[config.mk]
export PLATFORM = sky130hd
export DESIGN_NAME = button_sequencer
export DESIGN_NICKNAME = d
export VERILOG_FILES = /design/src/rtl/calc_pkg.sv /design/src/rtl/button_fifo.sv /design/src/rtl/button_sequencer.sv
export SDC_FILE = /design/constraint.sdc
export NUM_CORES = 1
export LEC_CHECK = 0
export CAP_MARGIN = 0
export CELL_PAD_IN_SITES_DETAIL_PLACEMENT = 0
export CELL_PAD_IN_SITES_GLOBAL_PLACEMENT = 1
export CORE_MARGIN = 4
export CORE_UTILIZATION = 41
export DETAILED_ROUTE_END_ITERATION = 6
export PLACE_DENSITY_LB_ADDON = 0.12
export SETUP_SLACK_MARGIN = 0.02
export SLEW_MARGIN = 20
export SYNTH_ARGS = -nofsm -noshare
export SYNTH_HDL_FRONTEND = slang
export SYNTH_SLANG_ARGS = --single-unit
export TNS_END_PERCENT = 5
[constraint.sdc]
create_clock -name clk_i -period 2.47 [get_ports clk_i]
set_input_delay 0.494 -clock clk_i [delete_from_list [all_inputs] [get_ports clk_i]]
set_output_delay 0.494 -clock clk_i [all_outputs]
set_load 0.01 [all_outputs]
[src/rtl/calc_pkg.sv]
// calc_pkg: shared calculator keypad types and the button decode.
//   active_button_t : encoded single button (B_NONE = no button).
//   buttons_t       : one-hot drive vector, one bit per physical button.
//   active_button_to_buttons() : encoded button -> one-hot drive.
package calc_pkg;

   typedef enum logic [4:0] {
      B_NONE   = 5'd0,
      B_NUM_0  = 5'd1,
      B_NUM_1  = 5'd2,
      B_NUM_2  = 5'd3,
      B_NUM_3  = 5'd4,
      B_NUM_4  = 5'd5,
      B_NUM_5  = 5'd6,
      B_NUM_6  = 5'd7,
      B_NUM_7  = 5'd8,
      B_NUM_8  = 5'd9,
      B_NUM_9  = 5'd10,
      B_OP_ADD = 5'd11,
      B_OP_SUB = 5'd12,
      B_OP_MUL = 5'd13,
      B_OP_DIV = 5'd14,
      B_EQUALS = 5'd15,
      B_CLEAR  = 5'd16
   } active_button_t;

   typedef struct packed {
      logic clear;
      logic equals;
      logic op_div;
      logic op_mul;
      logic op_sub;
      logic op_add;
      logic num_9;
      logic num_8;
      logic num_7;
      logic num_6;
      logic num_5;
      logic num_4;
      logic num_3;
      logic num_2;
      logic num_1;
      logic num_0;
   } buttons_t;

   // B_NONE and any unlisted encoding decode to all-released.
   function automatic buttons_t active_button_to_buttons(input active_button_t b);
      buttons_t r;
      r = '0;
      case (b)
         B_NUM_0:  r.num_0  = 1'b1;
         B_NUM_1:  r.num_1  = 1'b1;
         B_NUM_2:  r.num_2  = 1'b1;
         B_NUM_3:  r.num_3  = 1'b1;
         B_NUM_4:  r.num_4  = 1'b1;
         B_NUM_5:  r.num_5  = 1'b1;
         B_NUM_6:  r.num_6  = 1'b1;
         B_NUM_7:  r.num_7  = 1'b1;
         B_NUM_8:  r.num_8  = 1'b1;
         B_NUM_9:  r.num_9  = 1'b1;
         B_OP_ADD: r.op_add = 1'b1;
         B_OP_SUB: r.op_sub = 1'b1;
         B_OP_MUL: r.op_mul = 1'b1;
         B_OP_DIV: r.op_div = 1'b1;
         B_EQUALS: r.equals = 1'b1;
         B_CLEAR:  r.clear  = 1'b1;
         default:  r = '0;
      endcase
      return r;
   endfunction

endpackage

[src/rtl/button_fifo.sv]
// button_fifo: circular queue of entries for the button sequencer.
//   clk_i/rst_ni : clock, synchronous active-low reset.
//   push_i/data_i: enqueue data_i (ignored while full or flushing).
//   pop_i        : dequeue head (ignored while empty or flushing).
//   flush_i      : empty the queue on the next edge.
//   full_o/empty_o/count_o : occupancy status; head_o : oldest entry.
module button_fifo #(
   parameter int unsigned Depth   = 8,
   parameter type         entry_t = logic [7:0]
) (
   input  logic                       clk_i,
   input  logic                       rst_ni,
   input  logic                       push_i,
   input  entry_t                     data_i,
   input  logic                       pop_i,
   input  logic                       flush_i,
   output logic                       full_o,
   output logic                       empty_o,
   output logic [$clog2(Depth+1)-1:0] count_o,
   output entry_t                     head_o
);

   localparam int unsigned PtrW = $clog2(Depth);
   localparam int unsigned CntW = $clog2(Depth+1);

   entry_t            mem_q [Depth];
   logic [PtrW-1:0]   wr_ptr_q;
   logic [PtrW-1:0]   rd_ptr_q;
   logic [CntW-1:0]   count_q;
   logic              do_push;
   logic              do_pop;

   assign full_o  = (count_q == CntW'(Depth));
   assign empty_o = (count_q == '0);
   assign count_o = count_q;
   assign head_o  = mem_q[rd_ptr_q];

   assign do_push = push_i && !full_o && !flush_i;
   assign do_pop  = pop_i && !empty_o && !flush_i;

   always_ff @(posedge clk_i) begin
      if (do_push) begin
         mem_q[wr_ptr_q] <= data_i;
      end
   end

   // Depth is a power of two, so pointers wrap by natural overflow.
   always_ff @(posedge clk_i) begin
      if (!rst_ni || flush_i) begin
         wr_ptr_q <= '0;
         rd_ptr_q <= '0;
         count_q  <= '0;
      end else begin
         if (do_push) wr_ptr_q <= wr_ptr_q + PtrW'(1);
         if (do_pop)  rd_ptr_q <= rd_ptr_q + PtrW'(1);
         case ({do_push, do_pop})
            2'b10:   count_q <= count_q + CntW'(1);
            2'b01:   count_q <= count_q - CntW'(1);
            default: count_q <= count_q;
         endcase
      end
   end

endmodule

[src/rtl/button_sequencer.sv]
// button_sequencer: queues button requests and replays each one as a
// timed press (HoldCycles) followed by an all-released gap (GapCycles).
//   clk_i/rst_ni      : clock, synchronous active-low reset.
//   valid_i/button_i  : enqueue request; accepted when ready_o and !flush_i.
//   ready_o           : queue not full.
//   flush_i           : drop queue and abort the current press.
//   buttons_o         : registered one-hot button drive.
//   busy_o            : queue non-empty or sequencer active.
//   count_o           : queue occupancy.
//   done_o            : one-cycle pulse in the last gap cycle of each press.
module button_sequencer
   import calc_pkg::*;
#(
   parameter int unsigned Depth      = 8,
   parameter int unsigned HoldCycles = 4,
   parameter int unsigned GapCycles  = 4
) (
   input  logic                       clk_i,
   input  logic                       rst_ni,
   input  logic                       valid_i,
   input  active_button_t             button_i,
   output logic                       ready_o,
   input  logic                       flush_i,
   output buttons_t                   buttons_o,
   output logic                       busy_o,
   output logic [$clog2(Depth+1)-1:0] count_o,
   output logic                       done_o
);

   localparam int unsigned QW     = $clog2(Depth+1);
   localparam int unsigned MaxCyc = (HoldCycles > GapCycles) ? HoldCycles : GapCycles;
   localparam int unsigned CntW   = $clog2(MaxCyc+1);

   typedef enum logic [1:0] {IDLE, PRESS, GAP} state_e;

   state_e            state_q;
   logic [CntW-1:0]   hold_q;
   logic [CntW-1:0]   gap_q;
   buttons_t          buttons_q;
   logic              done_q;

   logic              fifo_full;
   logic              fifo_empty;
   logic [QW-1:0]     fifo_count;
   active_button_t    head;
   logic              push;
   logic              pop;

   assign ready_o = !fifo_full;
   assign push    = valid_i && ready_o && !flush_i;
   assign pop     = !flush_i && !fifo_empty &&
                    ((state_q == IDLE) || ((state_q == GAP) && (gap_q == '0)));

   button_fifo #(
      .Depth   (Depth),
      .entry_t (active_button_t)
   ) u_fifo (
      .clk_i   (clk_i),
      .rst_ni  (rst_ni),
      .push_i  (push),
      .data_i  (button_i),
      .pop_i   (pop),
      .flush_i (flush_i),
      .full_o  (fifo_full),
      .empty_o (fifo_empty),
      .count_o (fifo_count),
      .head_o  (head)
   );

   // done_q is registered one edge early so it is high exactly in the
   // GAP cycle whose counter reads zero.
   always_ff @(posedge clk_i) begin
      if (!rst_ni || flush_i) begin
         state_q   <= IDLE;
         hold_q    <= '0;
         gap_q     <= '0;
         buttons_q <= '0;
         done_q    <= 1'b0;
      end else begin
         done_q <= 1'b0;
         case (state_q)
            IDLE: begin
               if (pop) begin
                  buttons_q <= active_button_to_buttons(head);
                  hold_q    <= CntW'(HoldCycles - 1);
                  state_q   <= PRESS;
               end
            end
            PRESS: begin
               if (hold_q == '0) begin
                  buttons_q <= '0;
                  gap_q     <= CntW'(GapCycles - 1);
                  done_q    <= (GapCycles == 32'd1);
                  state_q   <= GAP;
               end else begin
                  hold_q <= hold_q - CntW'(1);
               end
            end
            GAP: begin
               if (gap_q != '0) begin
                  gap_q  <= gap_q - CntW'(1);
                  done_q <= (gap_q == CntW'(1));
               end else if (pop) begin
                  buttons_q <= active_button_to_buttons(head);
                  hold_q    <= CntW'(HoldCycles - 1);
                  state_q   <= PRESS;
               end else begin
                  state_q <= IDLE;
               end
            end
            default: state_q <= IDLE;
         endcase
      end
   end

   assign buttons_o = buttons_q;
   assign done_o    = done_q;
   assign count_o   = fifo_count;
   assign busy_o    = (fifo_count != '0) || (state_q != IDLE);

endmodule

==> impl_metrics.py <==
metrics = {
    "floorplanning": {
        "core_area_um2": 7690,
        "row_count": 32,
        "dieArea_um2": 9340,
        "top_level_ports": 32,
        "initial_core_util_pct": 41.9,
        "die_h_um": 96.7,
        "die_x_um": 96.7,
    },
    "global_routing": {
        "antenna_found_initial": 0,
        "grt_max_degree": 19,
        "grt_pass1_wl_um": 9900,
        "grt-ovfl-total": 0,
        "grt_pass1_vias": 1954,
        "track_usage_pct": 13.3,
    },
    "synth": {
        "synth-main-ff-cell": "edfxtp_1",
        "synthXorXnorAreaFrac_pct": 2.72,
        "synth.area.mux_share_pct": 10.0,
        "syn_avg_cell_area_um2": 12.7,
        "synth_top_cell_by_area": "edfxtp_1",
        "synth.area.top_cells": "edfxtp_1, dfxtp_1, mux4_2",
        "syn_area_um2": 3220,
        "synth_edf_count": 40,
        "synth_top_family_by_area": "simple AND/OR/NAND/NOR gates",
        "synth_fp_nets": 272,
        "synthArstFlopShare_pct": 0,
        "yosys_warnings": 0,
        "synth_compound_area_share_pct": 5.75,
        "synth.distinct_cells": 45,
        "netlist_instances": 253,
        "ys_seq_area_share_pct": 60.9,
        "synth-seq-cells": 78,
        "synth_top_area_share_pct": 37.3,
        "synth-simple-area-share_pct": 14.0,
        "synth_fa_ha_area_share_pct": 3.88,
    },
    "cells_and_area": {
        "drive_gt1_share_pct": 20.8,
        "multi_input_area_um2": 1220,
        "antenna_cells": 0,
        "register_area_um2": 1960,
        "fin_nets": 336,
        "final_core_util_pct": 52.8,
        "n_fill_cell": 717,
        "area_delta_synth_final_pct": 25.9,
        "fin_area_um2": 4060,
        "instances_no_fill": 424,
    },
    "place": {
        "postPlaceCellArea_um2": 3850,
        "place_congestion": 0.732,
        "place_inst": 407,
        "io_buffers": 31,
        "place_ws_ns": -0.189,
        "hpwl_um": 4390,
    },
    "clocking": {
        "htreeDepth": 3,
        "root_buffer": "clkbuf_8",
        "cts_hold_buf": 0,
        "cts_made_buffers": 9,
        "insertion_delay_ns": 0.33,
        "cts.sinks": 78,
        "cts_buffer_depth": 2,
        "clk_pin_slew_ns": 0.08,
        "cts_tree": "done",
    },
    "power_and_ir_drop": {
        "leakagePower_nw": 1.42,
        "p_total_mw": 2.43,
        "ir_worst_vdd_v": 0.000265,
        "p_per_area_nw_per_um2": 598,
    },
    "timing": {
        "setup_viol": 0,
        "skew_ns": 0.00791,
        "setup_ws_ns": 0.0368,
        "hold_slack_ns": 0.444,
        "rsz0062_at_grt": "true",
        "fin_crit_sh_pct": 98.5,
        "fmaxAchievable_ghz": 0.411,
        "relSlewSlack_pct": 54.7,
        "final_hold_viol_count": 0,
        "worst_pin_slew_ns": 0.678,
        "drv_slew": 0,
        "period_needed_ns": 2.43,
        "setup_tns_ns": 0,
    },
    "route": {
        "drc": 0,
        "drt-initial-drc-count": 111,
        "wl_met3_um": 212,
        "viasPerCell": 4.71,
        "routed.top_layer": "met4",
        "wl_met2_um": 2850,
        "drt-total-wl_um": 5910,
        "vias": 1995,
        "drt-met1-wl_um": 2810,
        "post_drt_wl_per_cell_um": 13.9,
        "drtPass1Iterations": 4,
        "ant_nets": 0,
    },
    "setup_path": {
        "r2r-start": "gap_q[1]",
        "r2r_setup_slack_ns": 0.04,
        "endpoint_kind": "register",
        "startpoint_type": "register",
        "crit_arrival_ns": 2.70,
        "path_max_fanout": 3,
        "required_ns": 2.73,
        "crit_path_end": "u_fifo.count_o[2]",
        "rr_worst_depth": 11,
        "startpoint": "gap_q[1]",
        "r2r-end": "u_fifo.count_o[2]",
        "crit_type": "reg -> reg",
    },
    "min_path": {
        "hp-class": "reg -> reg",
    },
    "run_status": {
        "status": "finished, final reports clean",
    },
    "flow_run": {
        "drv_cap": 0,
    },
}
## cells in the mapped netlist (all sizes together), types with 2 or more instances
library cell and instances:
nand2 31, dfxtp 38, nor3 7, nor2b 4, a211oi 3, xnor2 2
nor4 2, buf 6, clkbuf 2, mux2 2, nor3b 3, a21oi 7
mux2i 6, ha 10, o21ai 20, nand2b 6, xor2 8, mux4 10
nor2 24, inv 7, nand3 3, edfxtp 40, or2b 2
## worst min-delay path by stage
| stage | from | endpoint | cells past startpoint |
|---|---|---|---|
| 5_1_grt | buttons_o[10] | buttons_o[10] | 2 |
| 3_3_place_gp | buttons_o[14] | buttons_o[14] | 2 |
| 2_1_floorplan | gap_q[1] | gap_q[1] | 2 |
| 4_1_cts | buttons_o[10] | buttons_o[10] | 2 |
| 6_report | buttons_o[14] | buttons_o[14] | 2 |
| 3_5_place_dp | buttons_o[10] | buttons_o[10] | 2 |
## cell usage in the layout, fill, tap and decap left out, types with 2 or more instances in the layout
| master | n |
|---|---|
| nand2_1 | 29 |
| clkinv_2 | 2 |
| nand2_2 | 2 |
| inv_1 | 7 |
| edfxtp_1 | 40 |
| o21ai_1 | 15 |
| ha_1 | 8 |
| a211oi_1 | 3 |
| mux4_2 | 7 |
| clkbuf_8 | 9 |
| a21oi_1 | 7 |
| nor3b_1 | 2 |
| nor3_1 | 7 |
| xnor2_1 | 2 |
| buf_4 | 30 |
| xor2_1 | 7 |
| clkdlybuf4s50_1 | 31 |
| nor2b_1 | 4 |
| o21ai_0 | 5 |
| nand2b_1 | 6 |
| mux4_1 | 3 |
| mux2i_1 | 6 |
| nor2_1 | 23 |
| nand3_1 | 2 |
| dfxtp_1 | 38 |
## state kept, by name (all words and copies together), names as in the netlist, named ones only
name,flops
state_q,2
gap_q,3
u_fifo.mem_q,40
u_fifo.rd_ptr_q,3
hold_q,3
done_o,1
buttons_o,16
u_fifo.wr_ptr_q,3
u_fifo.count_o,4
## report_power, final
group          switching (mW)  internal (mW)
sequential            0.00679           1.37
clock                   0.449          0.465
combinational          0.0694         0.0664
total                   0.525           1.90
## repair_timing
| action | CTS | global route |
|---|---|---|
| resized for setup | 0 | 3 |
| setup buffers | 0 | 1 |
| endpoints found under the setup margin | 0 | 2 |
## area by class of cell
| cell class | count | area share (%) |
|---|---|---|
| Clock inverter | 6 | 1.51 |
| Tap cell | 102 | 3.15 |
| Clock buffer | 10 | 3.15 |
| Inverter | 7 | 0.648 |
| Timing Repair Buffer | 61 | 13.2 |
| Multi-Input combinational cell | 160 | 30.0 |
| Sequential cell | 78 | 48.4 |
## cells by family after synthesis
group | count (synthesis)
AND/OR/NAND/NOR | 89
flip-flops | 78
AO/OA/AOI/OAI | 33
multiplexers | 18
buffers and inverters | 15
XOR/XNOR | 10
adder cells (fa/ha/maj) | 10
## worst max-delay path: stages (launching register included)
cell and delay [ns]:
dfxtp_1 0.32, inv_1 0.09, ha_1 0.15, or2b_4 0.29, a2111oi_4 0.42, ha_4 0.20, xor2_2 0.13, ha_2 0.17
a21oi_1 0.04, xor2_1 0.14, or3_1 0.31, a21oi_1 0.12
## per-layer routing
metal	global-route usage, %	vias up
met4	4.21	0
met5	0	-
met1	18.2	920
li1	-	1034
met2	21.1	37
met3	2.74	4
Power figures use the tool's default switching activity.
